===== src/rtl/pipe_mem_arbiter.sv =====
// rtl/pipe_mem_arbiter.sv - IF/D arbiter and three-phase sequencer for pipe_mem
// D has fixed priority; a starvation counter forces IF after AGE_LIMIT D grants.
module pipe_mem_arbiter #(
   parameter int unsigned AGE_LIMIT = 4
) (
   input  logic        clk,
   input  logic        rst,
   input  logic        if_req,
   input  logic [31:0] if_addr,
   output logic        if_ack,
   output logic [31:0] if_rdata,
   output logic        if_err,
   input  logic        d_req,
   input  logic        d_we,
   input  logic [31:0] d_addr,
   input  logic [31:0] d_wdata,
   input  logic        d_w,
   input  logic        d_h,
   input  logic        d_b,
   input  logic        d_z,
   output logic        d_ack,
   output logic [31:0] d_rdata,
   output logic        d_err,
   output logic        m_ena,
   output logic        m_wena,
   output logic [31:0] m_addr,
   output logic [31:0] m_wdata,
   output logic        m_w,
   output logic        m_h,
   output logic        m_b,
   output logic        m_z,
   input  logic [31:0] m_rdata,
   input  logic        m_aerr
);

   typedef enum logic [1:0] {
      S_IDLE  = 2'd0,
      S_ISSUE = 2'd1,
      S_RESP  = 2'd2
   } state_t;

   localparam logic [3:0] AGE_MAX = AGE_LIMIT[3:0];

   state_t      r_state;
   state_t      w_state_nxt;

   logic        r_own_d;
   logic [31:0] r_addr;
   logic [31:0] r_wdata;
   logic        r_we;
   logic        r_w;
   logic        r_h;
   logic        r_b;
   logic        r_z;
   logic [31:0] r_rdata;
   logic        r_aerr;
   logic [3:0]  r_starve;

   logic        w_sel_d;
   logic        w_sel_if;
   logic        w_grant;
   logic [31:0] w_resp_data;

   // D loses only when IF is waiting and has already yielded AGE_LIMIT times.
   assign w_sel_d  = d_req && ((r_starve < AGE_MAX) || !if_req);
   assign w_sel_if = if_req && !w_sel_d;
   assign w_grant  = (r_state == S_IDLE) && (w_sel_d || w_sel_if);

   always_ff @(posedge clk or posedge rst) begin
      if (rst) begin
         r_state <= S_IDLE;
      end else begin
         r_state <= w_state_nxt;
      end
   end

   always_comb begin
      w_state_nxt = r_state;
      w_resp_data = (r_aerr || r_we) ? 32'h0 : r_rdata;
      m_ena       = 1'b0;
      m_wena      = 1'b0;
      m_addr      = 32'h0;
      m_wdata     = 32'h0;
      m_w         = 1'b0;
      m_h         = 1'b0;
      m_b         = 1'b0;
      m_z         = 1'b0;
      if_ack      = 1'b0;
      if_rdata    = 32'h0;
      if_err      = 1'b0;
      d_ack       = 1'b0;
      d_rdata     = 32'h0;
      d_err       = 1'b0;
      case (r_state)
         S_IDLE: begin
            if (w_grant) begin
               w_state_nxt = S_ISSUE;
            end
         end
         S_ISSUE: begin
            w_state_nxt = S_RESP;
            m_ena       = 1'b1;
            m_wena      = r_we;
            m_addr      = r_addr;
            m_wdata     = r_wdata;
            m_w         = r_w;
            m_h         = r_h;
            m_b         = r_b;
            m_z         = r_z;
         end
         S_RESP: begin
            w_state_nxt = S_IDLE;
            if (r_own_d) begin
               d_ack   = 1'b1;
               d_rdata = w_resp_data;
               d_err   = r_aerr;
            end else begin
               if_ack   = 1'b1;
               if_rdata = w_resp_data;
               if_err   = r_aerr;
            end
         end
         default: begin
            w_state_nxt = S_IDLE;
         end
      endcase
   end

   // IF is always a plain word read, so its controls are fixed at latch time.
   always_ff @(posedge clk or posedge rst) begin
      if (rst) begin
         r_own_d <= 1'b0;
         r_addr  <= 32'h0;
         r_wdata <= 32'h0;
         r_we    <= 1'b0;
         r_w     <= 1'b0;
         r_h     <= 1'b0;
         r_b     <= 1'b0;
         r_z     <= 1'b0;
      end else if (w_grant) begin
         if (w_sel_d) begin
            r_own_d <= 1'b1;
            r_addr  <= d_addr;
            r_wdata <= d_wdata;
            r_we    <= d_we;
            r_w     <= d_w;
            r_h     <= d_h;
            r_b     <= d_b;
            r_z     <= d_z;
         end else begin
            r_own_d <= 1'b0;
            r_addr  <= if_addr;
            r_wdata <= 32'h0;
            r_we    <= 1'b0;
            r_w     <= 1'b1;
            r_h     <= 1'b0;
            r_b     <= 1'b0;
            r_z     <= 1'b0;
         end
      end
   end

   always_ff @(posedge clk or posedge rst) begin
      if (rst) begin
         r_rdata <= 32'h0;
         r_aerr  <= 1'b0;
      end else if (r_state == S_ISSUE) begin
         r_rdata <= m_rdata;
         r_aerr  <= m_aerr;
      end
   end

   always_ff @(posedge clk or posedge rst) begin
      if (rst) begin
         r_starve <= 4'd0;
      end else if (r_state == S_IDLE) begin
         if (!if_req || w_sel_if) begin
            r_starve <= 4'd0;
         end else if (w_sel_d && (r_starve < AGE_MAX)) begin
            r_starve <= r_starve + 4'd1;
         end
      end
   end

endmodule


===== config.mk =====
export PLATFORM = sky130hd
export DESIGN_NAME = pipe_mem_arbiter
export DESIGN_NICKNAME = d
export VERILOG_FILES = /design/src/rtl/pipe_mem_arbiter.sv
export SDC_FILE = /design/constraint.sdc
export NUM_CORES = 1
export LEC_CHECK = 0
export BUFFER_PORTS_ARGS = -buffer_cell sky130_fd_sc_hd__buf_2
export CAP_MARGIN = 15
export CORE_ASPECT_RATIO = 0.9
export CORE_MARGIN = 4
export CORE_UTILIZATION = 42
export CTS_CLUSTER_DIAMETER = 30
export DETAILED_ROUTE_END_ITERATION = 12
export PLACE_DENSITY = 0.74
export SYNTH_ARGS = -nofsm -noshare
export SYNTH_HDL_FRONTEND = slang
export SYNTH_SLANG_ARGS = --single-unit

===== constraint.sdc =====
create_clock -name clk -period 3.4 [get_ports clk]
set_input_delay 0.68 -clock clk [delete_from_list [all_inputs] [get_ports clk]]
set_output_delay 0.68 -clock clk [all_outputs]
set_load 0.1 [all_outputs]

### After elaboration in Yosys (flattened, before gate mapping)

Index checks and enable logic that the tools add are counted.
Widths: inputs -> output; s select.

* flip-flop bits (word level): 109
* input port bits: 138
* output and inout bits: 138
* logic and storage cells: 63

* add/subtract/negate cells: 1
* magnitude comparators: 1
* equality and inequality tests: 3
* mux-type cells: 33
* reduce and logical (&&, ||, !) cells: 13

Operators by type and width (count)
* $mux 32: 9
* $mux 1: 20
* $mux 4: 2
* $add 4x1->4 const B: 1
* $logic_and 1x1->1: 4
* $logic_or 1x1->1: 4
* $lt 4x3->1 const B: 1
* $pmux 2 s2: 1
* $eq 2x1->1 const B: 1
* $eq 2x2->1 const B: 1
* $logic_not 1->1: 2
* $logic_not 2->1: 1
* $mux 2: 1
* $ne 2x2->1 const B: 1
* $reduce_and 2->1: 1
* $reduce_bool 2->1: 1

### Depth between registers and ports, before layout

Gate-level depths: netlist of run 1.

* depth after elaboration: 9
* mapped depth: 7

### Least setup slack after synthesis of run 1

OpenSTA, ideal clock, no wires.

* path type: register to output
* from: register r_state[1]
* to: output port m_addr[22]
* arrival: 2099 ps
* data required time: 2720 ps
* slack: 621 ps
* cell stages (with the launch flop): 5
* cells stage by stage: dfrtp_1 -> nor2b_1 -> buf_2 -> buf_2 -> and2_1

* longest elaborated chain between the ends: 2

Ends and longest elaborated chain
* start, declared: RTL line 44 `state_t r_state;`
* start signal, assigned: RTL line 73 `r_state <= w_state_nxt;`
* $eq 2x1->1: RTL line 94 `case (r_state)`
* $mux 32: RTL line 94
* end, declared: RTL line 26 `output logic [31:0] m_addr,`

No other way between the ends.

### Final worst setup path of run 1

* from: register r_state[0]
* to: output port d_rdata[20]

* longest elaborated chain between the ends: 2

Ends and longest elaborated chain
* $eq 2x2->1: RTL line 94
* $mux 32: RTL line 94
* end, declared: RTL line 22 `output logic [31:0] d_rdata,`

No other way between the ends.

==> flow_summary.ini, run 1 <==
[synth]
netlist_instances = 523
yosysWarnings = 0
synthArstFlopShare_pct = 100
synth_area_leaders = dfrtp_1 50%, and2_1 15%, mux2_2 6.8%
synth_top_area_share_pct = 49.6
ys_ff_latch = 109
synthFlopType = dfrtp_1
synth_nets = 662
netlist_area_mm2 = 0.00550
ys_seq_area_share_pct = 49.6
syn_area_per_cell_um2 = 10.5
synth_top_cell_by_area = dfrtp_1
ys_types = 31
synth-edff-count = 0

[global_route]
antenna_found_initial = 0
use_met1_pct = 24.4
grt_overflow_total = 0
grt_pass1_wl_um = 23500
grt_pass1_vias = 4729
met3_usage_pct = 5.44
track_usage_pct = 19.5
globalRouteMet2Util_pct = 33.3
grt_max_degree = 110
top_usage_layer = met2

[setup_path]
path_class = reg2out
cp.arrival_ps = 2200
start_kind = flop
cp_top_family = buffers and inverters
path_cells = nand2b_1, nor4b_4, buf_4, and2_1, buf_2
reg2reg_slack_ps = 800
critPathRequiredTime_ps = 2720
path_buf_inv = 2
endpoint_kind = output pin
cp_slowest_stage_delay_ps = 450
slowest_stage = dfrtp_1
crit_fanout = 32

[min_path]
hold_path_class = in2async

[pwr]
power_per_cell_area_mw_per_mm2 = 1150
ir_worst_vdd_v = 0.000633
leakage_nw = 3.86

[clocking]
cts_max_path_buffers = 2
postCtsSetupBuffers = 0
cts_resized = 0
cts.sinks = 109
holdBufCountCts = 0
clockRootBuffer = clkbuf_16
cts_tree = done
clkLatencyLatePin_ps = 350
cts_buffers = 9
clk_pin_slew_ps = 70
htree_levels = 3

[floorplan]
design.core.area_mm2 = 0.0128
die_area_mm2 = 0.0150
die_x_um = 129
core.rowCount = 39
pin_count = 276
initial_core_util_pct = 43.1
dieHeight_um = 117

[sta]
finalSetupTns_ps = 0
rsz0062_at_grt = no
drv_slew = 0
worstMarginPinSlew_ps = 734
slew_headroom_pct = 50.9
setup_viol = 0
min_period_ps = 2880
fmax_mhz = 347
hold_violations = 0
clock-skew-final_ps = 9.48
finalCritPeriodShare_pct = 84.7

[detailed_routing]
wl_per_cell_um = 16.2
drt.antenna.violating_nets = 0
drt_iter0_drc = 209
drc = 0
vias = 4851
dr.pass1.iters = 4
post_drt_via_cell_ratio = 5.17
drt_wl_total_um = 15200

[placement]
dp_hpwl_um = 11100
gp_congestion = 0.857
dp.cells = 923
io_buffers = 275

[status]
status = finished, final reports clean

[cells_and_area]
final_net_count = 909
antennaDiodeCount = 0
area_growth_pct = 31.4
stdcell_count = 939
final_layout_size_suffix_gt1_share_pct = 44.4

[run]
drv_cap = 0
## cells in the final DEF, fill, tap and decap left out, drive strengths merged
cell type,synthesis,layout
buf,27,287
and2,136,136
dfrtp,109,109
inv,35,39
a22o,36,36
nand4,33,33
mux2,33,33
nand3,32,32
o221ai,32,32
clkbuf,24,10
nand2,4,4
o21ai,3,3
nor2b,3,3
nor2,3,3
or2,2,2
and3,2,2
nand4b,1,1
nor3b,1,1
a32o,1,1
nand2b,1,1
nor4,1,1
nor4b,1,1
clkinvlp,0,1
a2bb2oi,1,1
a21o,1,1
ha,1,1
clkinv,0,1
## through the flow
| step | total power [W] | instance area, um^2 | utilization (%) | hold slack (ps) | setup slack [ps] |
|---|---|---|---|---|---|
| final | 0.00832 | 7230 | 56.6 | 479 | 519 |
| after global routing | 0.00878 | 7230 | 56.6 | 511 | 372 |
| after CTS | 0.00841 | 7230 | 56.6 | 506 | 468 |
| after detailed placement | 0.00737 | 6940 | 54.3 | 485 | 749 |
| after global placement | 0.00725 | 6940 | 54.3 | 468 | 872 |
| after floorplan | 0.00657 | 5510 | - | 454 | 621 |
## worst min-delay path: stages
cell and delay [ps]:
buf_2 110, clkinvlp_4 70, buf_12 420
## synthesized netlist by cell type (7+ instances only)
| library cell | n |
|---|---|
| and2_1 | 136 |
| dfrtp_1 | 109 |
| a22o_1 | 36 |
| inv_1 | 34 |
| mux2_2 | 33 |
| nand4_1 | 33 |
| nand3_1 | 32 |
| o221ai_1 | 32 |
| clkbuf_1 | 23 |
| buf_2 | 17 |
| buf_6 | 7 |
## power by group
| part | switching [W] | internal (W) |
|---|---|---|
| clock | 0.000484 | 0.000530 |
| sequential | 0.000395 | 0.00194 |
| combinational | 0.00376 | 0.00121 |
| total | 0.00464 | 0.00368 |
## per-layer routing
layer | part of all wire (%) | vias up
met5 | 0 | -
met1 | 40 | 2278
met3 | 9.2 | 17
met4 | 1.5 | 0
met2 | 49 | 229
li1 | - | 2327
## final cells by class
type	instances	area [um^2]
Sequential cell	109	2730
Tap cell	164	205
Multi-Input combinational cell	328	2400
Clock inverter	6	48.8
Fill cell	1118	5550
Clock buffer	10	239
Timing Repair Buffer	287	1480
Inverter	35	135
## final timing paths
kind / startpoint / endpoint / cells after the start
worst max-delay path: r_state[0]$_DFFE_PP0P_ / d_rdata[20] / 5
worst min-delay path: rst / r_rdata[14]$_DFFE_PP0P_ / 3
worst max register to register: r_state[1]$_DFFE_PP0P_ / r_addr[22]$_DFFE_PP0P_ / 4
worst min register to register: r_starve[1]$_DFFE_PP0P_ / r_starve[1]$_DFFE_PP0P_ / 2
max in group asynchronous: rst / r_rdata[28]$_DFFE_PP0P_ / 3
min in group clk: r_starve[1]$_DFFE_PP0P_ / r_starve[1]$_DFFE_PP0P_ / 2
## cells by family (layout without fill, tap and decap cells)
logic type	after synthesis	in the layout	share of synthesized area [%]
compound gates	74	74	11.6
fa+ha+maj	1	1	0.227
buf+inv	86	338	7.48
flops	109	109	49.6
simple gates	220	220	24.3
mux	33	33	6.75
## flip-flops by register name, summed over array words and instances, names as in the netlist
register / cells
r_we: 1
r_z: 1
r_starve: 4
r_addr: 32
r_state: 2
r_own_d: 1
r_w: 1
r_wdata: 32
r_aerr: 1
r_h: 1
r_b: 1
r_rdata: 32
Power figures use the tool's default switching activity.
==> run 2, diff against run 1 <==
==> constraint.sdc (replaced) <==
create_clock -name clk -period 2.4 [get_ports clk]
set_input_delay 0.48 -clock clk [delete_from_list [all_inputs] [get_ports clk]]
set_output_delay 0.48 -clock clk [all_outputs]
set_load 0.1 [all_outputs]
==> flow_summary.ini, run 2 (synthesis results as in run 1) <==
[status]
status = finished, final reports clean

[setup_path]
critPathLaunch = r_state[1]$_DFFE_PP0P_
crit_fanout = 8
path_class = reg2out
reg2reg_slack_ps = 570
endpoint_kind = output pin
start_kind = flop
cp.arrival_ps = 1850
r2r-start = r_state[0]$_DFFE_PP0P_
critPathRequiredTime_ps = 1920

[sta]
rsz0062_at_grt = no
finalCritPeriodShare_pct = 97.2
hold_violations = 0
setup_viol = 0
finalSetupTns_ps = 0
slew_headroom_pct = 57.5
clock-skew-final_ps = 9.51
fmax_mhz = 429
drv_slew = 0
worstMarginPinSlew_ps = 636
min_period_ps = 2330

[clocking]
holdBufCountCts = 0
clk_pin_slew_ps = 70
cts.sinks = 109
cts_max_path_buffers = 2
cts_tree = done
clockRootBuffer = clkbuf_16
clkLatencyLatePin_ps = 350
cts_buffers = 9
htree_levels = 3

[floorplan]
core.rowCount = 39
dieHeight_um = 117
pin_count = 276
die_x_um = 129
initial_core_util_pct = 43.1
design.core.area_mm2 = 0.0128
die_area_mm2 = 0.0150

[placement]
dp_hpwl_um = 13500
io_buffers = 275
gp_congestion = 0.826
placed_area_mm2 = 0.00901

[pwr]
power_per_cell_area_mw_per_mm2 = 1480
ir_worst_vdd_v = 0.000855
leakage_nw = 4.34

[global_route]
antenna_found_initial = 0
track_usage_pct = 24.5
grt_overflow_total = 0
grt_pass1_wl_um = 28700
grt_max_degree = 60
grt_pass1_vias = 5225

[detailed_routing]
post_drt_via_cell_ratio = 5.42
dr.pass1.iters = 5
drc = 0
drt_iter0_drc = 327
drt_wl_total_um = 18600
wl_per_cell_um = 19.7
vias = 5132
drt.antenna.violating_nets = 0

[cells_and_area]
mostFrequentLayoutCells = 141 x buf_2, 137 x buf_12, 106 x dfrtp_1
area_growth_pct = 71.7
final_area_mm2 = 0.00945
final_common_cell = buf_2
final_net_count = 917
top_regs = r_addr x32, r_rdata x32, r_wdata x32
final_layout_size_suffix_gt1_share_pct = 49.4
antennaDiodeCount = 0

[min_path]
hold_path_class = in2async

[run]
drv_cap = 0
## run 2: cell count changes in the layout (fill, tap and decap cells not counted), moves of 2 or more
cell and change:
buf_12 +136, buf_2 -134, and2_1 -33, and2_4 +24
and2_2 +9, buf_6 +5, dfrtp_1 -3, dfrtp_2 +3
clkbuf_1 +2, inv_6 -2
## run 2: final timing paths
check | end | cells after the start
min in group clk | r_wdata[26]$_DFFE_PP0P_ | 2
max in group asynchronous | r_addr[19]$_DFFE_PP0P_ | 3
setup reg to reg | r_rdata[25]$_DFFE_PP0P_ | 5
hold / removal | r_wdata[7]$_DFFE_PP0P_ | 2
setup / recovery | d_rdata[27] | 6
hold reg to reg | r_starve[1]$_DFFE_PP0P_ | 2
## run 2: per-layer routing
| layer | global-route usage [%] | wire length [um] | vias to the layer above | share of wire, % |
|---|---|---|---|---|
| met4 | 8.47 | 544 | 0 | 2.9 |
| li1 | - | - | 2330 | - |
| met1 | 28.3 | 6690 | 2522 | 36 |
| met5 | 0 | 0 | - | 0 |
| met3 | 8.37 | 1740 | 39 | 9.3 |
| met2 | 42.7 | 9670 | 241 | 52 |
## run 2: per-stage QoR
stage               utilization, %  std cells  total power (W)  hold slack [ps]  setup WS [ps]
floorplan                        -        523          0.00932              454           44.3
global placement              70.5        925           0.0122              471            340
detailed placement            70.5        925           0.0124              482            266
CTS                           73.3        947           0.0140              169           7.13
global route                  73.9        947           0.0146              193          0.544
finish                        73.9        947           0.0140              168           67.5
## run 2: worst max-delay path, cell delays in order (launching register included)
cell and delay (ps):
dfrtp_2 470, nand2b_4 100, nor4b_4 260, buf_4 160
buf_6 120, and2_1 190, buf_12 190
## run 2: area by class of cell
type,instances,area [um^2]
well taps,164,205
flip-flops and latches,109,2730
fillers,808,3340
multi-input cells,328,2480
clock inverters,5,65.1
clock buffers,11,233
repair buffers,295,3600
inverters,35,135
## run 2: timing repair
item | in CTS | in global routing
cloned | 3 | 0
setup buffers | 3 | 0
resized for setup | 10 | 29
setup endpoints to repair | 64 | 37
pin swaps | 1 | 1
## run 2: report_power, final
group          internal, W  total [W]  switching (W)
registers          0.00276    0.00337       0.000614
logic              0.00335    0.00913        0.00578
clock network     0.000824    0.00152       0.000694
==> run 3, diff against run 2 <==
--- a/config.mk
+++ b/config.mk
@@ -12,7 +12,7 @@
 export CORE_UTILIZATION = 42
 export CTS_CLUSTER_DIAMETER = 30
 export DETAILED_ROUTE_END_ITERATION = 12
-export PLACE_DENSITY = 0.74
+export PLACE_DENSITY_LB_ADDON = 0.12
 export SYNTH_ARGS = -nofsm -noshare
 export SYNTH_HDL_FRONTEND = slang
 export SYNTH_SLANG_ARGS = --single-unit
==> flow_summary.ini, run 3 (synthesis results as in run 1) <==
[status]
status = finished, final reports clean

[sta]
rsz0062_at_grt = no
finalCritPeriodShare_pct = 96.6
worstMarginPinSlew_ps = 705
fmax_mhz = 431
hold_violations = 0
min_period_ps = 2320
finalSetupTns_ps = 0
slew_headroom_pct = 53.0
clock-skew-final_ps = 6.02
setup_viol = 0
drv_slew = 0

[global_route]
grt_pass1_wl_um = 26600
grt_max_degree = 110
grt_overflow_total = 0
antenna_found_initial = 1
grt_pass1_vias = 4868
track_usage_pct = 22.8

[pwr]
clkPwrFrac_pct = 12.1
ir_worst_vdd_v = 0.000846
pwr-share-seq_pct = 24.4
leakage_nw = 4.23
power_per_cell_area_mw_per_mm2 = 1500
combPwrFrac_pct = 63.6
switchingPower_w = 0.00698
p_int_w = 0.00672
power_w = 0.0137
switching_share_pct = 50.9

[clocking]
clkLatencyLatePin_ps = 360
cts_tree = done
clk_pin_slew_ps = 70
cts.sinks = 109
htree_levels = 3
clockRootBuffer = clkbuf_16
cts_max_path_buffers = 2
cts_buffers = 9

[floorplan]
design.core.area_mm2 = 0.0128
pin_count = 276
dieHeight_um = 117
initial_core_util_pct = 43.1
core.rowCount = 39
die_area_mm2 = 0.0150
die_x_um = 129

[setup_path]
cp.arrival_ps = 1840
crit_fanout = 32
cp_slowest_stage_delay_ps = 430
path_class = reg2out
cp_top_family = simple AND/OR/NAND/NOR gates
path_buf_inv = 2
critPathRequiredTime_ps = 1920
rr_endpoint = r_addr[19]$_DFFE_PP0P_
path_cells = nand2b_4, nor4b_4, buf_6, and2_1, buf_12
ff2ff_path_depth = 4
endpoint_kind = output pin
reg2reg_slack_ps = 370
start_kind = flop
r2r-start = r_starve[2]$_DFFE_PP0P_
slowest_stage = dfrtp_2

[cells_and_area]
final_layout_size_suffix_gt1_share_pct = 47.0
mostFrequentLayoutCells = 142 x buf_2, 122 x and2_1, 117 x buf_12
top_regs = r_addr x32, r_rdata x32, r_wdata x32
final_common_cell = buf_2
final_net_count = 913
area_growth_pct = 66.0

[detailed_routing]
post_drt_via_cell_ratio = 5.24
drt_iter0_drc = 339
vias = 4944
dr.pass1.iters = 4
drt.antenna.violating_nets = 0
wl_per_cell_um = 18.7
drt_wl_total_um = 17600
drc = 0

[run]
drv_cap = 0

[placement]
dp_hpwl_um = 12800
io_buffers = 275
gp_congestion = 0.777

[min_path]
hold_path_class = in2async
[run 3: cell types whose count changed in the layout (fill, tap and decap cells not counted), moves of 19 or more]
cell / previous run / this run
clkbuf_4: 0 / 20
buf_12: 137 / 117
and2_4: 24 / 5
and2_1: 103 / 122
[run 3: timing repair]
action,4_1_cts,5_1_grt
cloned,2,0
endpoints found under the setup margin,74,52
pin swaps,1,2
hold endpoints to repair,0,0
hold buffers,0,0
buffers inserted,2,0
resized for setup,11,28
[run 3: cell type report]
type                            instances  area (um^2)
Multi-Input combinational cell        328         2430
Clock buffer                            9          225
Antenna cell                            1         2.50
Inverter                               35          135
Timing Repair Buffer                  291         3300
Clock inverter                          7          106
Fill cell                             942         3650
Tap cell                              164          205
Sequential cell                       109         2730
[run 3: worst register-to-register path: stages, from the launching register on]
cell,delay [ps]
dfrtp_1,400
o21ai_2,590
and2_1,530
buf_12,230
o221ai_1,140
[run 3: routing by layer]
metal	share of wire, %	wire [um]	GRT usage (%)	up-vias
met4	3.1	551	9.38	0
met2	51	9020	38.9	217
li1	-	-	-	2329
met3	7.9	1400	6.86	39
met5	0	0	0	-
met1	38	6670	26.9	2359
[run 3: worst max-delay path by stage]
stage	end	depth (start not counted)	slack, ps	startpoint
global placement	d_rdata[23]	5	350	r_state[0]$_DFFE_PP0P_
detailed placement	if_rdata[15]	5	250	r_state[0]$_DFFE_PP0P_
CTS	m_wena	4	20	r_state[1]$_DFFE_PP0P_
floorplan	if_err	3	40	r_state[1]$_DFFE_PP0P_
global route	d_rdata[27]	5	2	r_state[0]$_DFFE_PP0P_
finish	d_rdata[24]	5	80	r_state[0]$_DFFE_PP0P_
[run 3: power groups by stage]
stage / sequential (W) / combinational, W / clock, W
after global routing: 0.00344 / 0.00908 / 0.00179
after global placement: 0.00330 / 0.00850 / 0
final: 0.00334 / 0.00870 / 0.00166
after CTS: 0.00333 / 0.00870 / 0.00171
after floorplan: 0.00312 / 0.00620 / 0
after detailed placement: 0.00336 / 0.00862 / 0
[run 3: metrics by stage]
step,util [%],setup WS [ps],instance area [um^2],instances,hold slack (ps)
after floorplan,-,44.3,5520,523,454
after global routing,71.5,1.79,9140,944,318
after detailed placement,67.9,246,8680,923,483
after global placement,67.9,353,8680,923,468
final,71.5,82.3,9140,944,266
after CTS,70.9,16.1,9060,943,313
